==> src/rtl/xy_write_arbiter_if.sv <==
// Write-port bundle shared by the sequencing controller, the host loader and the XY memory.
// The master side drives requests and sees grants; the slave side is the arbiter.
interface xy_write_arbiter_if #(
    parameter int XY_MEM_DEPTH = 10,
    parameter int DATA_WIDTH   = 16
);
    logic                    ctrl_req;
    logic [XY_MEM_DEPTH-1:0] ctrl_addr;
    logic [DATA_WIDTH-1:0]   ctrl_data;
    logic                    ctrl_lock;
    logic                    ctrl_grant;
    logic                    host_valid;
    logic [XY_MEM_DEPTH-1:0] host_addr;
    logic [DATA_WIDTH-1:0]   host_data;
    logic                    host_last;
    logic                    host_ready;
    logic [XY_MEM_DEPTH-1:0] xy_write_addr;
    logic [DATA_WIDTH-1:0]   xy_write_data;
    logic                    xy_write_enable;
    logic                    host_starved;

    modport master (
        output ctrl_req, ctrl_addr, ctrl_data, ctrl_lock,
        output host_valid, host_addr, host_data, host_last,
        input  ctrl_grant, host_ready,
        input  xy_write_addr, xy_write_data, xy_write_enable, host_starved
    );

    modport slave (
        input  ctrl_req, ctrl_addr, ctrl_data, ctrl_lock,
        input  host_valid, host_addr, host_data, host_last,
        output ctrl_grant, host_ready,
        output xy_write_addr, xy_write_data, xy_write_enable, host_starved
    );
endinterface

==> src/rtl/xy_write_arbiter.sv <==
// Arbitrates the single XY-memory write port between the controller (priority) and the host
// loader, with bounded host bursts, a starvation escape for the host and a controller lock.
module xy_write_arbiter #(
    parameter int XY_MEM_DEPTH = 10,
    parameter int DATA_WIDTH   = 16,
    parameter int STARVE_LIMIT = 4,
    parameter int BURST_MAX    = 8
) (
    input  logic             clk,
    input  logic             reset,
    xy_write_arbiter_if.slave bus
);
    localparam int BEAT_W   = $clog2(BURST_MAX + 1);
    localparam int STARVE_W = $clog2(STARVE_LIMIT + 1);
    localparam logic [STARVE_W-1:0] STARVE_FULL = STARVE_W'(STARVE_LIMIT);
    localparam logic [BEAT_W-1:0]   BEAT_LAST   = BEAT_W'(BURST_MAX);

    typedef enum logic [0:0] {S_CTRL = 1'b0, S_HOST = 1'b1} state_t;

    state_t                  state_r;
    state_t                  state_nxt_s;
    logic [STARVE_W-1:0]     starve_cnt_r;
    logic [STARVE_W-1:0]     starve_nxt_s;
    logic [BEAT_W-1:0]       beat_cnt_r;
    logic [BEAT_W-1:0]       beat_nxt_s;
    logic                    host_take_s;
    logic                    ctrl_grant_s;
    logic                    host_ready_s;
    logic [XY_MEM_DEPTH-1:0] wr_addr_s;
    logic [DATA_WIDTH-1:0]   wr_data_s;
    logic [XY_MEM_DEPTH-1:0] xy_write_addr_r;
    logic [DATA_WIDTH-1:0]   xy_write_data_r;
    logic                    xy_write_enable_r;
    logic                    host_starved_r;

    // Next-state, counter and handshake decode for both ownership states.
    always_comb begin
        state_nxt_s  = state_r;
        starve_nxt_s = starve_cnt_r;
        beat_nxt_s   = beat_cnt_r;
        host_take_s  = 1'b0;
        ctrl_grant_s = 1'b0;
        host_ready_s = 1'b0;
        case (state_r)
            S_CTRL: begin
                host_take_s  = bus.host_valid && !bus.ctrl_lock &&
                               (!bus.ctrl_req || (starve_cnt_r == STARVE_FULL));
                host_ready_s = host_take_s;
                ctrl_grant_s = bus.ctrl_req && !host_take_s;
                if (host_take_s) begin
                    starve_nxt_s = {STARVE_W{1'b0}};
                    if (!bus.host_last && (BURST_MAX > 1)) begin
                        state_nxt_s = S_HOST;
                        beat_nxt_s  = BEAT_W'(1);
                    end else begin
                        state_nxt_s = S_CTRL;
                        beat_nxt_s  = {BEAT_W{1'b0}};
                    end
                end else if (bus.host_valid && !bus.ctrl_lock) begin
                    // Host lost this cycle to the controller; saturate rather than wrap.
                    starve_nxt_s = (starve_cnt_r == STARVE_FULL) ? STARVE_FULL
                                                                 : starve_cnt_r + STARVE_W'(1);
                end else begin
                    starve_nxt_s = {STARVE_W{1'b0}};
                end
            end
            S_HOST: begin
                host_ready_s = bus.host_valid && !bus.ctrl_lock;
                if (host_ready_s && !bus.host_last && (beat_cnt_r + BEAT_W'(1) != BEAT_LAST)) begin
                    beat_nxt_s = beat_cnt_r + BEAT_W'(1);
                end else begin
                    // Burst finished, capped, idle or locked out: hand the port back.
                    state_nxt_s  = S_CTRL;
                    beat_nxt_s   = {BEAT_W{1'b0}};
                    starve_nxt_s = {STARVE_W{1'b0}};
                end
            end
            default: begin
                state_nxt_s  = S_CTRL;
                beat_nxt_s   = {BEAT_W{1'b0}};
                starve_nxt_s = {STARVE_W{1'b0}};
            end
        endcase
    end

    // Select the beat that wins the port this cycle.
    always_comb begin
        wr_addr_s = bus.ctrl_addr;
        wr_data_s = bus.ctrl_data;
        if (host_ready_s) begin
            wr_addr_s = bus.host_addr;
            wr_data_s = bus.host_data;
        end else begin
            wr_addr_s = bus.ctrl_addr;
            wr_data_s = bus.ctrl_data;
        end
    end

    // State, counters and the registered memory write port.
    always_ff @(posedge clk) begin
        if (!reset) begin
            state_r           <= S_CTRL;
            starve_cnt_r      <= {STARVE_W{1'b0}};
            beat_cnt_r        <= {BEAT_W{1'b0}};
            xy_write_addr_r   <= {XY_MEM_DEPTH{1'b0}};
            xy_write_data_r   <= {DATA_WIDTH{1'b0}};
            xy_write_enable_r <= 1'b0;
            host_starved_r    <= 1'b0;
        end else begin
            state_r        <= state_nxt_s;
            starve_cnt_r   <= starve_nxt_s;
            beat_cnt_r     <= beat_nxt_s;
            host_starved_r <= (starve_nxt_s == STARVE_FULL);
            if (ctrl_grant_s || host_ready_s) begin
                xy_write_addr_r   <= wr_addr_s;
                xy_write_data_r   <= wr_data_s;
                xy_write_enable_r <= 1'b1;
            end else begin
                xy_write_enable_r <= 1'b0;
            end
        end
    end

    // Handshakes are combinational but held off for the whole reset window.
    assign bus.ctrl_grant      = ctrl_grant_s && reset;
    assign bus.host_ready      = host_ready_s && reset;
    assign bus.xy_write_addr   = xy_write_addr_r;
    assign bus.xy_write_data   = xy_write_data_r;
    assign bus.xy_write_enable = xy_write_enable_r;
    assign bus.host_starved    = host_starved_r;
endmodule

==> src/flat_wrapper.sv <==
// flat-port wrapper written by rule: the top's interface ports become plain ports
module xy_write_arbiter_flat 
#(
    parameter int XY_MEM_DEPTH = 10,
    parameter int DATA_WIDTH   = 16,
    parameter int STARVE_LIMIT = 4,
    parameter int BURST_MAX    = 8
)
  (clk, reset, bus_ctrl_req, bus_ctrl_addr, bus_ctrl_data, bus_ctrl_lock, bus_host_valid, bus_host_addr, bus_host_data, bus_host_last, bus_ctrl_grant, bus_host_ready, bus_xy_write_addr, bus_xy_write_data, bus_xy_write_enable, bus_host_starved);
  xy_write_arbiter_if #(.XY_MEM_DEPTH(XY_MEM_DEPTH), .DATA_WIDTH(DATA_WIDTH)) bus_i ();
  input  logic clk;
  input  logic reset;
  input wire logic [$bits(bus_i.ctrl_req)-1:0] bus_ctrl_req;
  input wire logic [$bits(bus_i.ctrl_addr)-1:0] bus_ctrl_addr;
  input wire logic [$bits(bus_i.ctrl_data)-1:0] bus_ctrl_data;
  input wire logic [$bits(bus_i.ctrl_lock)-1:0] bus_ctrl_lock;
  input wire logic [$bits(bus_i.host_valid)-1:0] bus_host_valid;
  input wire logic [$bits(bus_i.host_addr)-1:0] bus_host_addr;
  input wire logic [$bits(bus_i.host_data)-1:0] bus_host_data;
  input wire logic [$bits(bus_i.host_last)-1:0] bus_host_last;
  output wire logic [$bits(bus_i.ctrl_grant)-1:0] bus_ctrl_grant;
  output wire logic [$bits(bus_i.host_ready)-1:0] bus_host_ready;
  output wire logic [$bits(bus_i.xy_write_addr)-1:0] bus_xy_write_addr;
  output wire logic [$bits(bus_i.xy_write_data)-1:0] bus_xy_write_data;
  output wire logic [$bits(bus_i.xy_write_enable)-1:0] bus_xy_write_enable;
  output wire logic [$bits(bus_i.host_starved)-1:0] bus_host_starved;
  assign bus_i.ctrl_req = bus_ctrl_req;
  assign bus_i.ctrl_addr = bus_ctrl_addr;
  assign bus_i.ctrl_data = bus_ctrl_data;
  assign bus_i.ctrl_lock = bus_ctrl_lock;
  assign bus_i.host_valid = bus_host_valid;
  assign bus_i.host_addr = bus_host_addr;
  assign bus_i.host_data = bus_host_data;
  assign bus_i.host_last = bus_host_last;
  assign bus_ctrl_grant = bus_i.ctrl_grant;
  assign bus_host_ready = bus_i.host_ready;
  assign bus_xy_write_addr = bus_i.xy_write_addr;
  assign bus_xy_write_data = bus_i.xy_write_data;
  assign bus_xy_write_enable = bus_i.xy_write_enable;
  assign bus_host_starved = bus_i.host_starved;
  xy_write_arbiter #(.XY_MEM_DEPTH(XY_MEM_DEPTH), .DATA_WIDTH(DATA_WIDTH), .STARVE_LIMIT(STARVE_LIMIT), .BURST_MAX(BURST_MAX)) u_core (.clk(clk), .reset(reset), .bus(bus_i));
endmodule
==> config.mk <==
export PLATFORM = sky130hd
export DESIGN_NAME = xy_write_arbiter_flat
export DESIGN_NICKNAME = d
export VERILOG_FILES = /design/src/rtl/xy_write_arbiter_if.sv /design/src/rtl/xy_write_arbiter.sv /design/src/flat_wrapper.sv
export SDC_FILE = /design/constraint.sdc
export NUM_CORES = 1
export LEC_CHECK = 0
export ABC_AREA = 1
export CORE_MARGIN = 10
export CORE_UTILIZATION = 40
export DETAILED_ROUTE_END_ITERATION = 10
export PLACE_DENSITY = 0.88
export SLEW_MARGIN = 20
export SYNTH_ARGS = -nofsm -noshare
export SYNTH_HDL_FRONTEND = slang
export SYNTH_SLANG_ARGS = --single-unit
export TNS_END_PERCENT = 100
==> constraint.sdc <==
create_clock -name clk -period 2 [get_ports clk]
set_input_delay 0.2 -clock clk [delete_from_list [all_inputs] [get_ports clk]]
set_output_delay 0.2 -clock clk [all_outputs]
set_load 0.005 [all_outputs]
# Yosys cells after proc, flatten, opt, wreduce, memory -nomap -nowiden
# Cells that the tools add are included.
[totals] ff_bits=36 inputBits=58 output_inout_bits=30 elab_cells=45
[classes] add_sub_neg=2 eq_ne=4 muxes=18 n_bitwise=1 reduce_logical=13
[op_table] cell="two-way mux 16 bit" count=1
[op_table] cell="two-way mux 3 bit" count=4
[op_table] cell="two-way mux 10 bit" count=1
[op_table] cell="two-way mux 4 bit" count=2
[op_table] cell="one-hot mux 4 bit (2 select lines)" count=1
[op_table] cell="logical AND 1 bit" count=7
[op_table] cell="equality test 3 bit (second input constant)" count=2
[op_table] cell="two-way mux 1 bit" count=6
[op_table] cell="one-hot mux 3 bit (2 select lines)" count=1
[op_table] cell="adder 4 x 1 -> 4 bit (second input constant)" count=1
[op_table] cell="logical NOT 1 bit" count=4
[op_table] cell="!= test 4 bit (second input constant)" count=1
[op_table] cell="one-hot mux 1 bit (2 select lines)" count=2
[op_table] cell="adder 3 x 1 -> 3 bit (second input constant)" count=1
[op_table] cell="logical OR 1 bit" count=2
[op_table] cell="!= test 2 x 1 -> 1 bit (second input constant)" count=1
[op_table] cell="inverter 1 bit" count=1

# Longest topological paths before layout
[logic_depth] word_depth=8 mapped_depth=12 ltp_nobuf=11

# Worst setup path after synthesis
# OpenSTA, ideal clock, no wires.
[synth_timing] path_kind="register to register" startpoint="register u_core.starve_cnt_r[0]" endpoint="register u_core.xy_write_addr_r[1] (netlist: u_core.bus.xy_write_addr[1])" setup_time_ns=0.109 t_arrival_ns=1.437 setup_slack_ns=0.454 stages_incl_launch_ff=12 n_path_buf=1 cell_sequence="dfxtp_1 inv_1 ha_1 nand2_1 nand2_1 nand2_1 nand2_2 o21ai_4 buf_4 nand3_1 nand2_1 inv_1"
[synth_between] elab_chain_len=7 elab_cells_between_ends=9 cone_classes="eq/ne (1); mux (3); reduce/logical (5)"
[synth_rtl] item="start, declared" line="xy_write_arbiter.sv:22" text="logic [STARVE_W-1:0] starve_cnt_r;"
[synth_rtl] item="start signal, assigned" line="xy_write_arbiter.sv:103" text="starve_cnt_r <= {STARVE_W{1'b0}};"
[synth_rtl] item="start signal, assigned" line="xy_write_arbiter.sv:111" text="starve_cnt_r <= starve_nxt_s;"
[synth_rtl] item="equality test 3 bit *" line="xy_write_arbiter.sv:47" text="(!bus.ctrl_req || (starve_cnt_r == STARVE_FULL));"
[synth_rtl] item="logical OR 1 bit *" line="xy_write_arbiter.sv:47"
[synth_rtl] item="logical AND 1 bit *" line="xy_write_arbiter.sv:46" text="host_take_s = bus.host_valid && !bus.ctrl_lock &&"
[synth_rtl] item="logical NOT 1 bit" line="xy_write_arbiter.sv:49" text="ctrl_grant_s = bus.ctrl_req && !host_take_s;"
[synth_rtl] item="logical AND 1 bit" line="xy_write_arbiter.sv:49"
[synth_rtl] item="two-way mux 1 bit" line="xy_write_arbiter.sv:44" text="case (state_r)"
[synth_rtl] item="logical OR 1 bit" line="xy_write_arbiter.sv:114" text="if (ctrl_grant_s || host_ready_s) begin"
[synth_rtl] item="end signal, assigned" line="xy_write_arbiter.sv:105" text="xy_write_addr_r <= {XY_MEM_DEPTH{1'b0}};"
[synth_rtl] item="end signal, assigned" line="xy_write_arbiter.sv:115" text="xy_write_addr_r <= wr_addr_s;"
[synth_rtl] item="end, declared" line="xy_write_arbiter.sv:31" text="logic [XY_MEM_DEPTH-1:0] xy_write_addr_r;"
# Mark *: on every way between the ends. The rest lies on a longest branch, timed or not.
# A chain may end at the register's enable or synchronous reset.

# Worst setup path after layout
[layout_timing] startpoint="register u_core.starve_cnt_r[0]" endpoint="register u_core.xy_write_data_r[10] (netlist: u_core.bus.xy_write_data[10])"
[layout_between] elab_chain_len=7 elab_cells_between_ends=9 cone_classes="eq/ne (1); mux (3); reduce/logical (5)"
[layout_rtl] item="equality test 3 bit *" line="xy_write_arbiter.sv:47"
[layout_rtl] item="logical OR 1 bit *" line="xy_write_arbiter.sv:47"
[layout_rtl] item="logical AND 1 bit *" line="xy_write_arbiter.sv:46"
[layout_rtl] item="logical NOT 1 bit" line="xy_write_arbiter.sv:49"
[layout_rtl] item="logical AND 1 bit" line="xy_write_arbiter.sv:49"
[layout_rtl] item="two-way mux 1 bit" line="xy_write_arbiter.sv:44"
[layout_rtl] item="logical OR 1 bit" line="xy_write_arbiter.sv:114"
[layout_rtl] item="end signal, assigned" line="xy_write_arbiter.sv:106" text="xy_write_data_r <= {DATA_WIDTH{1'b0}};"
[layout_rtl] item="end signal, assigned" line="xy_write_arbiter.sv:116" text="xy_write_data_r <= wr_data_s;"
[layout_rtl] item="end, declared" line="xy_write_arbiter.sv:32" text="logic [DATA_WIDTH-1:0] xy_write_data_r;"
# Marks and branches as above.

==> flow_metrics.tcl <==
set metrics [dict create \
    run_status "finished, final reports clean" \
    synth_register_bits 36 \
    sequential_to_total_area_share_from_yosys_stat 0.371 \
    tritoncts_clock_tree "done" \
    core_area_mm2 0.00472 \
    setup.reg_to_reg.worst_slack_ns 0.17 \
    cellInternalPower_uw 1340 \
    die_y_um 89.7 \
    rsz0062_at_grt "false" \
    report.final.hold_viol_count 0 \
    power_uw 1820 \
    worst_skew_ns 0.00568 \
    drt-wirelength-per-cell_um 13.1 \
    timing.critical_path.buf_inv 5 \
    critical_path.reg2reg.endpoint "u_core.bus.xy_write_data[10]$_SDFFE_PN0P_" \
    dr.first_iter.drc_count 48 \
    share_clk_of_total_power 0.285 \
    proportion_of_power_drawn_by_flip_flops_and_latches 0.438 \
    leakage_uw 0.00151 \
    syn_area_per_cell_um2 6.29 \
    antenna_found_initial 0 \
    num_antenna_cells 0 \
    finalWorstSetupSlack_ns 0.165 \
    reg2regPathDepth 13 \
    fin_crit_sh 0.917 \
    ys.warnings.count 0 \
    timing_worst_slew_pin_value_ns 0.286 \
    gp_congestion 0.853 \
    worst_setup_hold_path_clk_slew_ns 0.07 \
    number_of_endpoints_failing_setup_at_the_final_stage 0 \
    routed_via_density 4.70 \
    num_rows 25 \
    p_comb_frac 0.277 \
    dpl-instance-area_mm2 0.00290 \
    path_cells "inv_1, ha_1, nand2_2, nand3_2, nand2_4, buf_4, o21ai_4, buf_4, clkbuf_16, nor2_1, nor2_1, nand2_1, inv_1" \
    final_layout_size_suffix_gt1_frac 0.0765 \
    worst-endpoint-arrival_ns 2.01 \
    final_nets 466 \
    cpLargestDelayFamily "buffers and inverters" \
    grt_util_met2 0.260 \
    port-buffer-count 87 \
    worstHoldEndpoint "u_core.beat_cnt_r[3]$_SDFFE_PN0P_" \
    regToRegStartpoint "u_core.starve_cnt_r[0]$_SDFF_PN0_" \
    initial_core_util 0.412 \
    clk_root_buffer_cell "sky130_fd_sc_hd__clkbuf_8" \
    first_drt_pass_iteration_count 4 \
    post_synth_inst_count 309 \
    fin_tns_setup_ns 0 \
    area_growth_pct 58.4 \
    fin_crit_ns 1.83 \
    total_switching_power_uw 479 \
    criticalPathCategory "register to register" \
    count_of_clock_tree_sinks 36 \
    met1_usage 0.169 \
    ys_types 22 \
    hold_depth 2 \
    worstHoldPathType "register to register" \
    grt_remaining_overflow 0 \
    largest_fanout_of_any_net_on_the_critical_path 12 \
    die_x_um 89.7 \
    drv_cap 0 \
    crit_path_max_incr_delay_ns 0.35 \
    power.density_cell_area_mw_per_mm2 592 \
    place_worst_setup_slack_ns 0.172 \
    cts-root-to-sink-buffers 2 \
    detailroute.via_count 2218 \
    gr_util_all_layers 0.148 \
    grt_use_met3 0.0457 \
    synth.cell_area_mm2 0.00194 \
    slew-limit-headroom 0.809 \
    io_pins 88 \
    grt_start_max_net_pins 41 \
    drt-total-wl_um 6160 \
    fmaxAchievable_ghz 0.545 \
    dpl.hpwl_um 4570 \
    critical-path-slowest-cell "sky130_fd_sc_hd__dfxtp_2" \
    grt_pass1_vias 2166 \
    grt_first_pass_wirelength_um 10100 \
    clk_latency_ns 0.27 \
    finalMaxSlewViolations 0 \
    setup.worst_path.end_class "register" \
    drc 0 \
    cts_hold_buf 0 \
    vdd_ir_drop_max_mv 0.332 \
    final_area_mm2 0.00308 \
    postRouteAntennaNets 0 \
    grt_busiest_layer "met2" \
    cp_data_required_time_ns 2.18 \
    die_area_mm2 0.00805 \
    hp-start "u_core.beat_cnt_r[3]$_SDFFE_PN0P_" \
    syn-num-nets 371 \
    netSwitchingFraction 0.263 \
    ctsHtreeMaxLevel 2 \
    numCtsBuffers 5 \
    critical_path.startpoint_type "register" \
]
## cell usage in the layout (no fill, tap or decap), types with 2 or more instances in the layout
| cell | n |
|---|---|
| sky130_fd_sc_hd__clkdlybuf4s50_1 | 85 |
| sky130_fd_sc_hd__nand2_1 | 74 |
| sky130_fd_sc_hd__nor2_1 | 61 |
| sky130_fd_sc_hd__nand3_1 | 58 |
| sky130_fd_sc_hd__inv_1 | 41 |
| sky130_fd_sc_hd__dfxtp_1 | 35 |
| sky130_fd_sc_hd__buf_4 | 11 |
| sky130_fd_sc_hd__clkbuf_8 | 6 |
| sky130_fd_sc_hd__a21oi_1 | 4 |
| sky130_fd_sc_hd__ha_1 | 4 |
| sky130_fd_sc_hd__o21ai_0 | 3 |
| sky130_fd_sc_hd__nand2_2 | 2 |
| sky130_fd_sc_hd__nor3_1 | 2 |
| sky130_fd_sc_hd__nand4_1 | 2 |
| sky130_fd_sc_hd__clkbuf_16 | 2 |
| sky130_fd_sc_hd__dlygate4sd2_1 | 2 |
## worst reg2reg max path: cells and delay by family (launching register included)
| kind | cells | cell delay [ns] |
|---|---|---|
| adder cells (fa/ha/maj) | 1 | 0.20 |
| AND/OR/NAND/NOR | 6 | 0.50 |
| buffers and inverters | 5 | 0.63 |
| flip-flops | 1 | 0.35 |
| AO/OA/AOI/OAI | 1 | 0.08 |
## cells by family (layout without fill, tap and decap cells)
family	count (synthesis)	in the layout	share of synthesized area
and+or+nand+nor	203	203	0.447
buffers and inverters	58	154	0.131
DFF	36	36	0.371
AOI/OAI and AO/OA	8	8	0.0264
adders and majority gates	4	4	0.0257
## power groups by stage
| stage | Clock (µW) | Combinational [µW] | Sequential, µW |
|---|---|---|---|
| floorplan | 0 | 203 | 818 |
| global placement | 0 | 464 | 811 |
| detailed placement | 0 | 474 | 814 |
| CTS | 545 | 474 | 797 |
| global route | 576 | 563 | 804 |
| finish | 520 | 505 | 798 |
## repair_timing
action,4_1_cts,5_1_grt
endpoints found under the setup margin,2,17
gates resized for setup,2,4
cloned,0,3
buffers inserted,0,2
pin swaps,0,1
## how the worst max path moves through the flow
stage                                            startpoint                                         to  slack [ns]  cells after the start
after floorplan           u_core.starve_cnt_r[0]$_SDFF_PN0_   u_core.bus.xy_write_addr[1]$_SDFFE_PN0P_        0.45                     11
final                     u_core.starve_cnt_r[0]$_SDFF_PN0_  u_core.bus.xy_write_data[10]$_SDFFE_PN0P_        0.17                     13
after global placement                       bus_host_valid                             bus_host_ready        0.18                      6
after detailed placement                       bus_ctrl_req                             bus_ctrl_grant        0.17                      6
after CTS                 u_core.starve_cnt_r[0]$_SDFF_PN0_                             bus_ctrl_grant        0.15                      8
after global routing      u_core.starve_cnt_r[0]$_SDFF_PN0_   u_core.bus.xy_write_addr[5]$_SDFFE_PN0P_       0.008                     14
## metal layers
| metal | wire, µm | part of all wire | vias up |
|---|---|---|---|
| met2 | 3050 | 0.50 | 66 |
| met5 | 0 | 0 | - |
| met4 | 47 | 0.0076 | 0 |
| met1 | 2760 | 0.45 | 1009 |
| met3 | 295 | 0.048 | 2 |
| li1 | - | - | 1141 |
## Yosys cell counts
cell type,number,area (µm²)
sky130_fd_sc_hd__nor3_1,2,10.0
sky130_fd_sc_hd__nand2_1,75,282
sky130_fd_sc_hd__ha_1,4,50.1
sky130_fd_sc_hd__nor2_1,61,229
sky130_fd_sc_hd__nand3_2,1,10.0
sky130_fd_sc_hd__o21ai_4,1,16.3
sky130_fd_sc_hd__clkbuf_1,5,18.8
sky130_fd_sc_hd__clkinv_1,1,3.75
sky130_fd_sc_hd__buf_2,5,25.0
sky130_fd_sc_hd__inv_2,1,3.75
sky130_fd_sc_hd__a21oi_1,4,20.0
sky130_fd_sc_hd__buf_6,3,33.8
sky130_fd_sc_hd__dfxtp_1,36,721
sky130_fd_sc_hd__nor2b_1,1,6.26
sky130_fd_sc_hd__o21ai_0,3,15.0
sky130_fd_sc_hd__nand2_2,1,6.26
sky130_fd_sc_hd__nand4_1,2,12.5
sky130_fd_sc_hd__nor2_4,1,11.3
sky130_fd_sc_hd__nand3_1,58,290
sky130_fd_sc_hd__nand2_4,1,11.3
sky130_fd_sc_hd__buf_4,2,15.0
sky130_fd_sc_hd__inv_1,41,154
## per-stage QoR
| stage | hold slack (ns) | std cells | utilization |
|---|---|---|---|
| 2_1_floorplan | 0.298 | 309 | - |
| 3_3_place_gp | 0.470 | 459 | 0.614 |
| 3_5_place_dp | 0.474 | 459 | 0.614 |
| 4_1_cts | 0.485 | 467 | 0.634 |
| 5_1_grt | 0.538 | 472 | 0.652 |
| 6_report | 0.485 | 472 | 0.652 |
## final cells by class
type | instances | area [µm²]
Fill cell | 425 | 1640
Timing Repair Buffer | 103 | 1050
Clock inverter | 1 | 7.51
Multi-Input combinational cell | 215 | 972
Tap cell | 67 | 83.8
Clock buffer | 7 | 86.3
Sequential cell | 36 | 722
Inverter | 43 | 161
## registers in the layout, indices dropped and copies added, names as in the netlist
signal                      cells
u_core.beat_cnt_r               4
u_core.bus.host_starved         1
u_core.bus.xy_write_addr       10
u_core.bus.xy_write_data       16
u_core.bus.xy_write_enable      1
u_core.starve_cnt_r             3
u_core.state_r                  1
(Power assumes the default switching activity.)
